File: config.mk
export PLATFORM = sky130hd
export DESIGN_NAME = rtc_timer_bcd_flat
export DESIGN_NICKNAME = d
export VERILOG_FILES = /design/src/rtl/rtc_timer_bcd_if.sv /design/src/rtl/rtc_timer_bcd.sv /design/src/flat_wrapper.sv
export SDC_FILE = /design/constraint.sdc
export NUM_CORES = 1
export LEC_CHECK = 0
export ABC_CLOCK_PERIOD_IN_PS = 5000
export CAP_MARGIN = 15
export CORE_MARGIN = 3
export CORE_UTILIZATION = 40
export DETAILED_ROUTE_END_ITERATION = 16
export MAX_ROUTING_LAYER = met4
export PLACE_DENSITY = 0.57
export SETUP_SLACK_MARGIN = 0.02
export SLEW_MARGIN = 20
export SYNTH_ARGS = -nofsm -noshare
export SYNTH_HDL_FRONTEND = slang
export SYNTH_SLANG_ARGS = --single-unit
File: constraint.sdc
create_clock -name clk_i -period 5 [get_ports clk_i]
set_input_delay 1 -clock clk_i [delete_from_list [all_inputs] [get_ports clk_i]]
set_output_delay 1 -clock clk_i [all_outputs]
set_load 0.01 [all_outputs]
File: src/rtl/rtc_timer_bcd_if.sv
// rtc_timer_bcd_if: user controls and display-facing outputs of the RTC/timer core.
//
// Signals
//   cursor                 edit-mode enable (level), also shown by the display
//   btn_next, btn_prev     single-cycle pulses, move the edit field
//   btn_inc, btn_dec       single-cycle pulses, modify the selected field
//   tmr_start              single-cycle pulse, arms the countdown
//   rsw                    ring silence switch (level)
//   dir                    selected field 0..8 (day, month, year, hour, min, sec, T-h, T-m, T-s)
//   *_d / *_u              BCD tens / units digits of every field
//   tmr_run                countdown active
//   ring                   alarm flag
//
// Modports
//   master  the controlling side: drives buttons, reads digits
//   slave   the timekeeping core
interface rtc_timer_bcd_if;
    logic       cursor;
    logic       btn_next;
    logic       btn_prev;
    logic       btn_inc;
    logic       btn_dec;
    logic       tmr_start;
    logic       rsw;

    logic [3:0] dir;
    logic [3:0] fecha_d;
    logic [3:0] fecha_u;
    logic [3:0] mes_d;
    logic [3:0] mes_u;
    logic [3:0] ano_d;
    logic [3:0] ano_u;
    logic [3:0] H_hora_d;
    logic [3:0] H_hora_u;
    logic [3:0] H_min_d;
    logic [3:0] H_min_u;
    logic [3:0] H_seg_d;
    logic [3:0] H_seg_u;
    logic [3:0] T_hora_d;
    logic [3:0] T_hora_u;
    logic [3:0] T_min_d;
    logic [3:0] T_min_u;
    logic [3:0] T_seg_d;
    logic [3:0] T_seg_u;
    logic       tmr_run;
    logic       ring;

    modport master (
        output cursor, btn_next, btn_prev, btn_inc, btn_dec, tmr_start, rsw,
        input  dir, fecha_d, fecha_u, mes_d, mes_u, ano_d, ano_u,
        input  H_hora_d, H_hora_u, H_min_d, H_min_u, H_seg_d, H_seg_u,
        input  T_hora_d, T_hora_u, T_min_d, T_min_u, T_seg_d, T_seg_u,
        input  tmr_run, ring
    );

    modport slave (
        input  cursor, btn_next, btn_prev, btn_inc, btn_dec, tmr_start, rsw,
        output dir, fecha_d, fecha_u, mes_d, mes_u, ano_d, ano_u,
        output H_hora_d, H_hora_u, H_min_d, H_min_u, H_seg_d, H_seg_u,
        output T_hora_d, T_hora_u, T_min_d, T_min_u, T_seg_d, T_seg_u,
        output tmr_run, ring
    );
endinterface

File: src/rtl/rtc_timer_bcd.sv
// rtc_timer_bcd: calendar (DD/MM/20YY), time of day (HH:MM:SS) and a countdown timer, all kept
// as packed BCD, with a field cursor for user editing and a one-second countdown alarm.
//
// Parameters
//   CLK_HZ   input clock frequency; the one-second prescaler wraps at CLK_HZ-1
//
// Ports
//   clk_i    system clock
//   rst_n    asynchronous active-low reset
//   rtc      rtc_timer_bcd_if.slave: buttons/switches in, digits/dir/tmr_run/ring out
//
// Build option
//   RTC_LEAP_YEAR_EN  when defined, February has 29 days in years divisible by 4;
//                     otherwise February always has 28 days.
//
// Every field is held as one byte {tens, units}. Valid BCD bytes order the same way as the
// numbers they encode, so plain unsigned compares are used for range tests.
module rtc_timer_bcd #(
    parameter int unsigned CLK_HZ = 100000000
) (
    input logic            clk_i,
    input logic            rst_n,
    rtc_timer_bcd_if.slave rtc
);

    localparam int unsigned     PreW   = (CLK_HZ > 1) ? $clog2(CLK_HZ) : 1;
    localparam logic [PreW-1:0] PreMax = PreW'(CLK_HZ - 1);

    localparam logic [3:0] DirDay   = 4'd0;
    localparam logic [3:0] DirMon   = 4'd1;
    localparam logic [3:0] DirYear  = 4'd2;
    localparam logic [3:0] DirHour  = 4'd3;
    localparam logic [3:0] DirMin   = 4'd4;
    localparam logic [3:0] DirSec   = 4'd5;
    localparam logic [3:0] DirTHour = 4'd6;
    localparam logic [3:0] DirTMin  = 4'd7;
    localparam logic [3:0] DirTSec  = 4'd8;

    // One BCD step up or down, wrapping inside [lo, hi] without any carry out.
    function automatic logic [7:0] bcd_step(input logic [7:0] v, input logic [7:0] lo,
                                            input logic [7:0] hi, input logic up);
        logic [7:0] r;
        if (up) begin
            if (v >= hi) begin
                r = lo;
            end else if (v[3:0] == 4'd9) begin
                r = {v[7:4] + 4'd1, 4'd0};
            end else begin
                r = {v[7:4], v[3:0] + 4'd1};
            end
        end else begin
            if (v <= lo) begin
                r = hi;
            end else if (v[3:0] == 4'd0) begin
                r = {v[7:4] - 4'd1, 4'd9};
            end else begin
                r = {v[7:4], v[3:0] - 4'd1};
            end
        end
        return r;
    endfunction

    function automatic logic [7:0] days_in_month(input logic [7:0] mon, input logic [7:0] feb);
        logic [7:0] d;
        case (mon)
            8'h02:                      d = feb;
            8'h04, 8'h06, 8'h09, 8'h11: d = 8'h30;
            default:                    d = 8'h31;
        endcase
        return d;
    endfunction

    // State
    logic [PreW-1:0] pre_q, pre_d;
    logic [7:0]      day_q, mon_q, year_q, hour_q, min_q, sec_q;
    logic [7:0]      day_d, mon_d, year_d, hour_d, min_d, sec_d;
    logic [7:0]      t_hour_q, t_min_q, t_sec_q;
    logic [7:0]      t_hour_d, t_min_d, t_sec_d;
    logic [3:0]      dir_q, dir_d;
    logic            run_q, run_d;
    logic            ring_q, ring_d;

    // Combinational helpers
    logic       tick;
    logic       edit;
    logic       up;
    logic [7:0] day_n;
    logic [7:0] feb_q, feb_n;
    logic [7:0] max_q, max_n;
    logic       c_min, c_hour, c_day, c_mon, c_year;
    logic       t_zero, t_one, t_next_zero;
    logic       tmr_hit;

    // ------------------------------------------------------------------
    // One-second prescaler, free running
    // ------------------------------------------------------------------
    assign tick  = (pre_q == PreMax);
    assign pre_d = tick ? '0 : pre_q + PreW'(1);

    // A field edit needs exactly one of inc/dec; both together cancel.
    assign edit = rtc.cursor && (rtc.btn_inc ^ rtc.btn_dec);
    assign up   = rtc.btn_inc;

    // ------------------------------------------------------------------
    // February length: depends on the year being written this cycle (feb_n) so that a year
    // edit re-clamps the day immediately.
    // ------------------------------------------------------------------
`ifdef RTC_LEAP_YEAR_EN
    // 10*t + u is a multiple of 4 exactly when 2*t + u is.
    function automatic logic is_leap(input logic [7:0] y);
        logic l;
        if (y[4]) begin
            l = (y[3:0] == 4'd2) || (y[3:0] == 4'd6);
        end else begin
            l = (y[3:0] == 4'd0) || (y[3:0] == 4'd4) || (y[3:0] == 4'd8);
        end
        return l;
    endfunction

    assign feb_q = is_leap(year_q) ? 8'h29 : 8'h28;
    assign feb_n = is_leap(year_d) ? 8'h29 : 8'h28;
`else
    assign feb_q = 8'h28;
    assign feb_n = 8'h28;
`endif

    assign max_q = days_in_month(mon_q, feb_q);
    assign max_n = days_in_month(mon_d, feb_n);

    // ------------------------------------------------------------------
    // Calendar and time of day
    // ------------------------------------------------------------------
    always_comb begin
        sec_d  = sec_q;
        min_d  = min_q;
        hour_d = hour_q;
        day_n  = day_q;
        mon_d  = mon_q;
        year_d = year_q;
        c_min  = 1'b0;
        c_hour = 1'b0;
        c_day  = 1'b0;
        c_mon  = 1'b0;
        c_year = 1'b0;
        if (!rtc.cursor) begin
            if (tick) begin
                c_min  = (sec_q == 8'h59);
                c_hour = c_min && (min_q == 8'h59);
                c_day  = c_hour && (hour_q == 8'h23);
                c_mon  = c_day && (day_q >= max_q);
                c_year = c_mon && (mon_q == 8'h12);
                sec_d  = bcd_step(sec_q, 8'h00, 8'h59, 1'b1);
                if (c_min)  min_d  = bcd_step(min_q, 8'h00, 8'h59, 1'b1);
                if (c_hour) hour_d = bcd_step(hour_q, 8'h00, 8'h23, 1'b1);
                if (c_day)  day_n  = bcd_step(day_q, 8'h01, max_q, 1'b1);
                if (c_mon)  mon_d  = bcd_step(mon_q, 8'h01, 8'h12, 1'b1);
                if (c_year) year_d = bcd_step(year_q, 8'h00, 8'h99, 1'b1);
            end
        end else if (edit) begin
            case (dir_q)
                DirDay:  day_n  = bcd_step(day_q, 8'h01, max_q, up);
                DirMon:  mon_d  = bcd_step(mon_q, 8'h01, 8'h12, up);
                DirYear: year_d = bcd_step(year_q, 8'h00, 8'h99, up);
                DirHour: hour_d = bcd_step(hour_q, 8'h00, 8'h23, up);
                DirMin:  min_d  = bcd_step(min_q, 8'h00, 8'h59, up);
                DirSec:  sec_d  = bcd_step(sec_q, 8'h00, 8'h59, up);
                default: ;
            endcase
        end
    end

    // Clamping every cycle is harmless: the day only exceeds the limit right after a month or
    // year change.
    assign day_d = (day_n > max_n) ? max_n : day_n;

    // ------------------------------------------------------------------
    // Countdown value
    // ------------------------------------------------------------------
    assign t_zero = (t_hour_q == 8'h00) && (t_min_q == 8'h00) && (t_sec_q == 8'h00);
    assign t_one  = (t_hour_q == 8'h00) && (t_min_q == 8'h00) && (t_sec_q == 8'h01);

    always_comb begin
        t_hour_d = t_hour_q;
        t_min_d  = t_min_q;
        t_sec_d  = t_sec_q;
        tmr_hit  = 1'b0;
        if (!rtc.cursor) begin
            if (tick && run_q) begin
                // A running timer edited down to zero simply expires on its next tick.
                if (t_zero) begin
                    tmr_hit = 1'b1;
                end else begin
                    tmr_hit = t_one;
                    t_sec_d = bcd_step(t_sec_q, 8'h00, 8'h59, 1'b0);
                    if (t_sec_q == 8'h00) begin
                        t_min_d = bcd_step(t_min_q, 8'h00, 8'h59, 1'b0);
                        if (t_min_q == 8'h00) begin
                            t_hour_d = bcd_step(t_hour_q, 8'h00, 8'h23, 1'b0);
                        end
                    end
                end
            end
        end else if (edit) begin
            case (dir_q)
                DirTHour: t_hour_d = bcd_step(t_hour_q, 8'h00, 8'h23, up);
                DirTMin:  t_min_d  = bcd_step(t_min_q, 8'h00, 8'h59, up);
                DirTSec:  t_sec_d  = bcd_step(t_sec_q, 8'h00, 8'h59, up);
                default: ;
            endcase
        end
    end

    assign t_next_zero = (t_hour_d == 8'h00) && (t_min_d == 8'h00) && (t_sec_d == 8'h00);

    // ------------------------------------------------------------------
    // Run / alarm flags. Later assignments take priority: silence beats start beats expiry.
    // ------------------------------------------------------------------
    always_comb begin
        run_d  = run_q;
        ring_d = ring_q;
        if (tmr_hit) begin
            run_d = 1'b0;
            if (!rtc.rsw) ring_d = 1'b1;
        end
        if (rtc.tmr_start) begin
            ring_d = 1'b0;
            // Judged on the value being written, so a start coinciding with expiry does not
            // re-arm an empty timer.
            if (!t_next_zero) run_d = 1'b1;
        end
        if (rtc.rsw) ring_d = 1'b0;
    end

    // ------------------------------------------------------------------
    // Field cursor
    // ------------------------------------------------------------------
    always_comb begin
        dir_d = dir_q;
        if (rtc.cursor && (rtc.btn_next ^ rtc.btn_prev)) begin
            if (rtc.btn_next) begin
                dir_d = (dir_q >= DirTSec) ? DirDay : dir_q + 4'd1;
            end else begin
                dir_d = (dir_q == DirDay) ? DirTSec : dir_q - 4'd1;
            end
        end
    end

    // ------------------------------------------------------------------
    // State registers
    // ------------------------------------------------------------------
    always_ff @(posedge clk_i or negedge rst_n) begin
        if (!rst_n) begin
            pre_q    <= '0;
            day_q    <= 8'h01;
            mon_q    <= 8'h01;
            year_q   <= 8'h16;
            hour_q   <= 8'h00;
            min_q    <= 8'h00;
            sec_q    <= 8'h00;
            t_hour_q <= 8'h00;
            t_min_q  <= 8'h00;
            t_sec_q  <= 8'h00;
            dir_q    <= DirDay;
            run_q    <= 1'b0;
            ring_q   <= 1'b0;
        end else begin
            pre_q    <= pre_d;
            day_q    <= day_d;
            mon_q    <= mon_d;
            year_q   <= year_d;
            hour_q   <= hour_d;
            min_q    <= min_d;
            sec_q    <= sec_d;
            t_hour_q <= t_hour_d;
            t_min_q  <= t_min_d;
            t_sec_q  <= t_sec_d;
            dir_q    <= dir_d;
            run_q    <= run_d;
            ring_q   <= ring_d;
        end
    end

    // ------------------------------------------------------------------
    // Outputs straight from the registers
    // ------------------------------------------------------------------
    assign rtc.dir      = dir_q;
    assign rtc.fecha_d  = day_q[7:4];
    assign rtc.fecha_u  = day_q[3:0];
    assign rtc.mes_d    = mon_q[7:4];
    assign rtc.mes_u    = mon_q[3:0];
    assign rtc.ano_d    = year_q[7:4];
    assign rtc.ano_u    = year_q[3:0];
    assign rtc.H_hora_d = hour_q[7:4];
    assign rtc.H_hora_u = hour_q[3:0];
    assign rtc.H_min_d  = min_q[7:4];
    assign rtc.H_min_u  = min_q[3:0];
    assign rtc.H_seg_d  = sec_q[7:4];
    assign rtc.H_seg_u  = sec_q[3:0];
    assign rtc.T_hora_d = t_hour_q[7:4];
    assign rtc.T_hora_u = t_hour_q[3:0];
    assign rtc.T_min_d  = t_min_q[7:4];
    assign rtc.T_min_u  = t_min_q[3:0];
    assign rtc.T_seg_d  = t_sec_q[7:4];
    assign rtc.T_seg_u  = t_sec_q[3:0];
    assign rtc.tmr_run  = run_q;
    assign rtc.ring     = ring_q;

endmodule

File: src/flat_wrapper.sv
// flat-port wrapper written by rule: the top's interface ports become plain ports
module rtc_timer_bcd_flat 
#(
    parameter int unsigned CLK_HZ = 100000000
)
  (clk_i, rst_n, rtc_cursor, rtc_btn_next, rtc_btn_prev, rtc_btn_inc, rtc_btn_dec, rtc_tmr_start, rtc_rsw, rtc_dir, rtc_fecha_d, rtc_fecha_u, rtc_mes_d, rtc_mes_u, rtc_ano_d, rtc_ano_u, rtc_H_hora_d, rtc_H_hora_u, rtc_H_min_d, rtc_H_min_u, rtc_H_seg_d, rtc_H_seg_u, rtc_T_hora_d, rtc_T_hora_u, rtc_T_min_d, rtc_T_min_u, rtc_T_seg_d, rtc_T_seg_u, rtc_tmr_run, rtc_ring);
  rtc_timer_bcd_if rtc_i ();
  input logic clk_i;
  input logic rst_n;
  input wire logic [$bits(rtc_i.cursor)-1:0] rtc_cursor;
  input wire logic [$bits(rtc_i.btn_next)-1:0] rtc_btn_next;
  input wire logic [$bits(rtc_i.btn_prev)-1:0] rtc_btn_prev;
  input wire logic [$bits(rtc_i.btn_inc)-1:0] rtc_btn_inc;
  input wire logic [$bits(rtc_i.btn_dec)-1:0] rtc_btn_dec;
  input wire logic [$bits(rtc_i.tmr_start)-1:0] rtc_tmr_start;
  input wire logic [$bits(rtc_i.rsw)-1:0] rtc_rsw;
  output wire logic [$bits(rtc_i.dir)-1:0] rtc_dir;
  output wire logic [$bits(rtc_i.fecha_d)-1:0] rtc_fecha_d;
  output wire logic [$bits(rtc_i.fecha_u)-1:0] rtc_fecha_u;
  output wire logic [$bits(rtc_i.mes_d)-1:0] rtc_mes_d;
  output wire logic [$bits(rtc_i.mes_u)-1:0] rtc_mes_u;
  output wire logic [$bits(rtc_i.ano_d)-1:0] rtc_ano_d;
  output wire logic [$bits(rtc_i.ano_u)-1:0] rtc_ano_u;
  output wire logic [$bits(rtc_i.H_hora_d)-1:0] rtc_H_hora_d;
  output wire logic [$bits(rtc_i.H_hora_u)-1:0] rtc_H_hora_u;
  output wire logic [$bits(rtc_i.H_min_d)-1:0] rtc_H_min_d;
  output wire logic [$bits(rtc_i.H_min_u)-1:0] rtc_H_min_u;
  output wire logic [$bits(rtc_i.H_seg_d)-1:0] rtc_H_seg_d;
  output wire logic [$bits(rtc_i.H_seg_u)-1:0] rtc_H_seg_u;
  output wire logic [$bits(rtc_i.T_hora_d)-1:0] rtc_T_hora_d;
  output wire logic [$bits(rtc_i.T_hora_u)-1:0] rtc_T_hora_u;
  output wire logic [$bits(rtc_i.T_min_d)-1:0] rtc_T_min_d;
  output wire logic [$bits(rtc_i.T_min_u)-1:0] rtc_T_min_u;
  output wire logic [$bits(rtc_i.T_seg_d)-1:0] rtc_T_seg_d;
  output wire logic [$bits(rtc_i.T_seg_u)-1:0] rtc_T_seg_u;
  output wire logic [$bits(rtc_i.tmr_run)-1:0] rtc_tmr_run;
  output wire logic [$bits(rtc_i.ring)-1:0] rtc_ring;
  assign rtc_i.cursor = rtc_cursor;
  assign rtc_i.btn_next = rtc_btn_next;
  assign rtc_i.btn_prev = rtc_btn_prev;
  assign rtc_i.btn_inc = rtc_btn_inc;
  assign rtc_i.btn_dec = rtc_btn_dec;
  assign rtc_i.tmr_start = rtc_tmr_start;
  assign rtc_i.rsw = rtc_rsw;
  assign rtc_dir = rtc_i.dir;
  assign rtc_fecha_d = rtc_i.fecha_d;
  assign rtc_fecha_u = rtc_i.fecha_u;
  assign rtc_mes_d = rtc_i.mes_d;
  assign rtc_mes_u = rtc_i.mes_u;
  assign rtc_ano_d = rtc_i.ano_d;
  assign rtc_ano_u = rtc_i.ano_u;
  assign rtc_H_hora_d = rtc_i.H_hora_d;
  assign rtc_H_hora_u = rtc_i.H_hora_u;
  assign rtc_H_min_d = rtc_i.H_min_d;
  assign rtc_H_min_u = rtc_i.H_min_u;
  assign rtc_H_seg_d = rtc_i.H_seg_d;
  assign rtc_H_seg_u = rtc_i.H_seg_u;
  assign rtc_T_hora_d = rtc_i.T_hora_d;
  assign rtc_T_hora_u = rtc_i.T_hora_u;
  assign rtc_T_min_d = rtc_i.T_min_d;
  assign rtc_T_min_u = rtc_i.T_min_u;
  assign rtc_T_seg_d = rtc_i.T_seg_d;
  assign rtc_T_seg_u = rtc_i.T_seg_u;
  assign rtc_tmr_run = rtc_i.tmr_run;
  assign rtc_ring = rtc_i.ring;
  rtc_timer_bcd #(.CLK_HZ(CLK_HZ)) u_core (.clk_i(clk_i), .rst_n(rst_n), .rtc(rtc_i));
endmodule
# Word level (Yosys, flattened, before mapping)
# Cells that the tools add are included.
# word_totals
register_bits,105
input_bits,9
wordCells,271
# classes
n_addsub,39
order_cmp,20
n_eq_ne,42
mux,108
n_bitwise,2
n_reduce_logical,43
# ops
operator,count
2-to-1 mux 8 bit,93
"adder 4 x 1 -> 4 bit, second input constant",19
"subtractor 4 x 1 -> 4 bit, second input constant",19
"less-or-equal comparator 8 x 1 -> 1 bit, second input constant",9
zero test 8 bit,6
"equality test 4 bit, second input constant",10
zero test 4 bit,10
"equality test 8 x 3 -> 1 bit, second input constant",4
">= comparator 8 x 7 -> 1 bit, second input constant",4
"adder 27 x 1 -> 27 bit, second input constant",1
"equality test 27 bit, second input constant",1
2-to-1 mux 27 bit,1
"equality test 8 x 5 -> 1 bit, second input constant",3
case mux 5 bit (2 select lines),2
"equality test 4 x 3 -> 1 bit, second input constant",4
"equality test 8 x 2 -> 1 bit, second input constant",2
"equality test 8 x 4 -> 1 bit, second input constant",2
"equality test 8 x 7 -> 1 bit, second input constant",2
">= comparator 8 x 6 -> 1 bit, second input constant",2
"!= test 4 x 1 -> 1 bit, second input constant",4
AND reduction 4 bit,4
AND reduction 5 bit,3
logical AND 1 bit,12
2-to-1 mux 4 bit,3
16 further kinds,34

# Logic depth before layout (Yosys ltp)
# depth
depth_word,13
mapped_depth,21

# Worst setup path after synthesis
# No wires, ideal clock.
# synth_timing
kind,register to register
startpoint,register u_core.mon_q[0]
endpoint,register u_core.day_q[3]
setup_time_ns,0.125
arrival_time_ns,4.951
path_slack_ns,-0.077
stages_incl_launch_ff,21
synth_period_minus_slack_ns,5.077
path_cell_list,dfstp_2 clkbuf_1 clkbuf_1 and3_1 o21a_1 o21ai_0 ha_1 nor4b_1 o21ai_0 a21oi_1 clkbuf_1 nor2_1 o32ai_1 nand2_1 nor4_2 inv_1 ha_1 a32oi_1 or3_4 a31o_4 mux2_4
# synth_between
elab_chain_cells,13
word_cells_on_any_way,42
classes_between,2 x add/sub; 4 x order compare; 11 x eq/ne; 21 x mux; 4 x reduce/logical
# synth_lines
item,line,rtl
from (decl),rtc_timer_bcd.sv:75,"logic [7:0] day_q, mon_q, year_q, hour_q, min_q, sec_q;"
from (signal assigned),rtc_timer_bcd.sv:269,mon_q <= mon_d;
"equality test 8 x 3 -> 1 bit, or another cell as far along",rtc_timer_bcd.sv:65,case (mon)
OR reduction 4 bit,rtc_timer_bcd.sv:65,
case mux 5 bit (2 select lines),rtc_timer_bcd.sv:65,
>= comparator 8 x 6 -> 1 bit,"rtc_timer_bcd.sv:44, rtc_timer_bcd.sv:150",
logical AND 1 bit,rtc_timer_bcd.sv:150,c_mon = c_day && (day_q >= max_q);
2-to-1 mux 8 bit,rtc_timer_bcd.sv:156,"if (c_mon) mon_d = bcd_step(mon_q, 8'h01, 8'h12, 1'b1);"
2-to-1 mux 8 bit,rtc_timer_bcd.sv:146,if (tick) begin
2-to-1 mux 8 bit,rtc_timer_bcd.sv:145,if (!rtc.cursor) begin
"equality test 8 x 3 -> 1 bit, or another cell as far along",rtc_timer_bcd.sv:65,
OR reduction 4 bit,rtc_timer_bcd.sv:65,
case mux 5 bit (2 select lines),rtc_timer_bcd.sv:65,
> comparator 8 x 6 -> 1 bit,rtc_timer_bcd.sv:174,assign day_d = (day_n > max_n) ? max_n : day_n;
2-to-1 mux 8 bit *,rtc_timer_bcd.sv:174,
via u_core.day_d[3],rtc_timer_bcd.sv:76,"logic [7:0] day_d, mon_d, year_d, hour_d, min_d, sec_d;"
to (signal assigned),rtc_timer_bcd.sv:268,day_q <= day_d;
to (decl),rtc_timer_bcd.sv:75,
# The timed path passes the listed nets; every way through them passes the cells marked *.
# A chain may end at the register's enable or synchronous reset.

# Worst setup path in the final report
# Ends and elaborated chain as after synthesis.

==> results.sh <==
export IMPL_grt_pass1_vias=8878
export IMPL_worstHoldPathType="reg2reg"
export IMPL_synth_edff_count=0
export IMPL_multi_input_area_um2=6270
export IMPL_ctsHoldBuffers=0
export IMPL_max_vdd_ir_drop_mv=0.200
export IMPL_first_iter_violations=849
export IMPL_path_class="reg2reg"
export IMPL_synth_top_family_by_area="simple AND/OR/NAND/NOR gates"
export IMPL_antenna_found_initial=0
export IMPL_wl_per_cell_um=18.0
export IMPL_viasPerCell=6.01
export IMPL_synthToLayoutAreaGrowth_pct=18.5
export IMPL_max_cap_violations=0
export IMPL_finalSetupViolations=0
export IMPL_share_comb_of_total_power_pct=53.1
export IMPL_yosys_area_share_simple_pct=28.2
export IMPL_max_freq_mhz=212
export IMPL_synth_distinct_cells=84
export IMPL_syn_avg_cell_area_um2=7.85
export IMPL_synth_xor_area_share_pct=3.01
export IMPL_p_int_uw=2450
export IMPL_p_seq_share_pct=31.0
export IMPL_syn_inst=1187
export IMPL_period_needed_ns=4.71
export IMPL_fillers=2241
export IMPL_async_flop_share_pct=100
export IMPL_grt_overflow_total=0
export IMPL_drive_gt1_share_pct=9.22
export IMPL_cts_sinks=105
export IMPL_die_x_um=159
export IMPL_grt_pass1_wl_um=46800
export IMPL_core_um2=22800
export IMPL_clock_path_buffers=2
export IMPL_p_leak_uw=0.00439
export IMPL_rows=55
export IMPL_gp_congestion=0.943
export IMPL_cts_tree="yes"
export IMPL_yosysWarnings=0
export IMPL_crit_path_start_kind="flip-flop"
export IMPL_first_pass_iters=7
export IMPL_rsz0062_at_grt="no"
export IMPL_slew_limit_headroom_pct=40.3
export IMPL_ys_flop_type="dfrtp_1"
export IMPL_hold_viol_final=0
export IMPL_numCtsBuffers=9
export IMPL_clk_latency_ns=0.37
export IMPL_p_sw_share_pct=45.0
export IMPL_slew_violations=0
export IMPL_syn_area_um2=9310
export IMPL_clk_pin_slew_worst_paths_ns=0.08
export IMPL_route_detailed_drc=0
export IMPL_path_max_fanout=6
export IMPL_htree_num_levels=3
export IMPL_cp_arrival_ns=4.96
export IMPL_fin_nets=1326
export IMPL_grt_max_degree=51
export IMPL_end_kind="flip-flop"
export IMPL_finalCritPeriodShare_pct=94.1
export IMPL_cp_startpoint="u_core.mon_q[0]"
export IMPL_cts_root_buffer="clkbuf_16"
export IMPL_switchingPower_uw=2000
export IMPL_skew_ns=0.00902
export IMPL_ant_nets=0
export IMPL_grt_total_usage_pct=23.5
export IMPL_io_pins=87
export IMPL_synth_compound_area_share_pct=26.6
export IMPL_worst_pin_slew_ns=0.883
export IMPL_diodes=0
export IMPL_fin_setup_tns_ns=0
export IMPL_synthAdderAreaFrac_pct=6.99
export IMPL_outcome="finished clean"
export IMPL_drt_total_wl_um=28500
export IMPL_place_hpwl_um=20500
export IMPL_ys_seq_area_share_pct=28.3
export IMPL_whs_ns=0.488
export IMPL_required_ns=5.25
export IMPL_die_y_um=159
export IMPL_hp_start="u_core.pre_q[4]"
export IMPL_synthMuxAreaShare_pct=1.52
export IMPL_r2r_start="u_core.mon_q[0]"
export IMPL_power_density_nw_per_um2=403
export IMPL_dieArea_um2=25100
export IMPL_dr_total_vias=9515
export IMPL_ys_ff_latch=105
export IMPL_io_buffers=86
export IMPL_initial_core_util_pct=40.9
export IMPL_p_clk_share_pct=16.0
export IMPL_seq_area_um2=2630
per-layer routing:
metal | part of all wire (%) | GRT usage, % | vias up
met1 | 48 | 33.2 | 4548
met4 | 2.2 | 6.60 | 0
li1 | - | - | 4630
met5 | 0 | - | -
met3 | 4.5 | 2.85 | 50
met2 | 45 | 35.5 | 287
cell usage after synthesis (7+ instances only):
| master | number | share of area [%] |
|---|---|---|
| a211oi_1 | 16 | 1.3 |
| a21o_1 | 10 | 0.81 |
| a21oi_1 | 70 | 3.8 |
| a221oi_1 | 8 | 0.75 |
| a31oi_1 | 19 | 1.3 |
| a32oi_1 | 13 | 1.2 |
| a41oi_1 | 7 | 0.66 |
| and3_1 | 20 | 1.3 |
| and4_1 | 11 | 1.0 |
| clkbuf_1 | 65 | 2.6 |
| dfrtp_1 | 100 | 27 |
| ha_1 | 52 | 7.0 |
| inv_1 | 59 | 2.4 |
| mux2i_1 | 7 | 0.75 |
| nand2_1 | 106 | 4.3 |
| nand2b_1 | 17 | 1.1 |
| nand3_1 | 50 | 2.7 |
| nand3b_1 | 7 | 0.56 |
| nand4_1 | 23 | 1.5 |
| nor2_1 | 98 | 3.9 |
| nor2b_1 | 16 | 1.1 |
| nor3_1 | 43 | 2.3 |
| nor3b_1 | 8 | 0.64 |
| nor4_1 | 16 | 1.1 |
| o211ai_1 | 13 | 1.0 |
| o21a_1 | 8 | 0.64 |
| o21ai_0 | 86 | 4.6 |
| o221ai_1 | 7 | 0.66 |
| o22ai_1 | 15 | 1.0 |
| o31ai_1 | 19 | 1.5 |
| or3_1 | 19 | 1.3 |
| or4_1 | 9 | 0.73 |
| xnor2_1 | 15 | 1.4 |
| xor2_1 | 17 | 1.6 |
power by group through the flow:
| stage | clock, µW | combinational (µW) | sequential (µW) |
|---|---|---|---|
| 4_1_cts | 730 | 2270 | 1370 |
| 5_1_grt | 769 | 2620 | 1420 |
| 3_5_place_dp | 0 | 2240 | 1380 |
| 6_report | 709 | 2360 | 1380 |
| 2_1_floorplan | 0 | 1470 | 1300 |
| 3_3_place_gp | 0 | 2240 | 1390 |
what timing repair did:
action	CTS	global route
endpoints found under the setup margin	1	5
pin swaps	0	4
setup buffers	0	5
resized for setup	1	16
logic make-up after synthesis:
group,count (synthesis)
xor+xnor,32
simple gates,486
flops,105
buf+inv,131
fa+ha+maj,52
other cells,1
mux,13
compound gates,367
registers in the layout, indices dropped and copies added (netlist names), 4 cells and up:
| signal | count |
|---|---|
| u_core.pre_q | 27 |
| u_core.day_q | 8 |
| u_core.hour_q | 8 |
| u_core.min_q | 8 |
| u_core.mon_q | 8 |
| u_core.sec_q | 8 |
| u_core.t_hour_q | 8 |
| u_core.t_min_q | 8 |
| u_core.t_sec_q | 8 |
| u_core.year_q | 8 |
| u_core.rtc.dir | 4 |
final timing paths:
path | endpoint | slack, ns | cells past startpoint
min reg2reg | u_core.pre_q[4] | 0.49 | 1
max | u_core.day_q[3] | 0.29 | 18
max reg2reg | u_core.day_q[3] | 0.29 | 18
min | u_core.pre_q[4] | 0.49 | 1
max in group asynchronous | u_core.year_q[2] | 3.42 | 2
min in group asynchronous | u_core.t_hour_q[4] | 0.63 | 1
layout by cell type (no fill, tap or decap), types with 13 or more instances in the layout:
cell             synthesis  final
clkdlybuf4s50_1          0     84
and3_1                  20     19
ha_1                    52     51
nor3_1                  43     41
nand2_1                106    106
buf_4                    0     52
nor2_1                  98     96
inv_1                   59     58
nor4_1                  16     15
o211ai_1                13     13
nand4_1                 23     23
nand2b_1                17     16
nand3_1                 50     50
nor2b_1                 16     16
o31ai_1                 19     18
xnor2_1                 15     15
a21oi_1                 70     69
o21ai_0                 86     84
a32oi_1                 13     13
a211oi_1                16     14
o22ai_1                 15     15
a31oi_1                 19     19
xor2_1                  17     17
dfrtp_1                100    100
or3_1                   19     19
worst max-delay path, cell delays in order (launching register included):
cell and delay [ns]:
dfstp_2 0.58, and3_2 0.23, o21a_1 0.12, o21ai_1 0.10, buf_4 0.16, ha_1 0.26, nor4b_1 0.29, o21ai_1 0.17
a21o_1 0.25, and4b_1 0.23, a211oi_1 0.26, o2111ai_1 0.22, nor4_4 0.31, inv_1 0.07, ha_1 0.29, a32oi_1 0.10
or3_4 0.39, a31o_4 0.28, mux2_4 0.29
per-stage QoR:
step / setup slack (ns) / util [%] / cell area (µm²) / total power, µW / cells
5_1_grt: 0.0129 / 48.5 / 11000 / 4820 / 1582
2_1_floorplan: 0.0259 / - / 9330 / 2770 / 1188
3_3_place_gp: 0.158 / 46.8 / 10700 / 3630 / 1562
6_report: 0.293 / 48.5 / 11000 / 4450 / 1582
3_5_place_dp: 0.0190 / 46.8 / 10700 / 3630 / 1562
4_1_cts: 0.162 / 48.0 / 10900 / 4360 / 1577
area by class of cell:
| cell class | count | share of cell area, % |
|---|---|---|
| inverters | 60 | 2.04 |
| well taps | 313 | 3.55 |
| clock buffers | 9 | 2.04 |
| flip-flops and latches | 105 | 23.9 |
| repair buffers | 137 | 11.2 |
| multi-input cells | 952 | 56.8 |
| clock inverters | 6 | 0.487 |
Note: power is estimated with default switching activity, not from simulation.
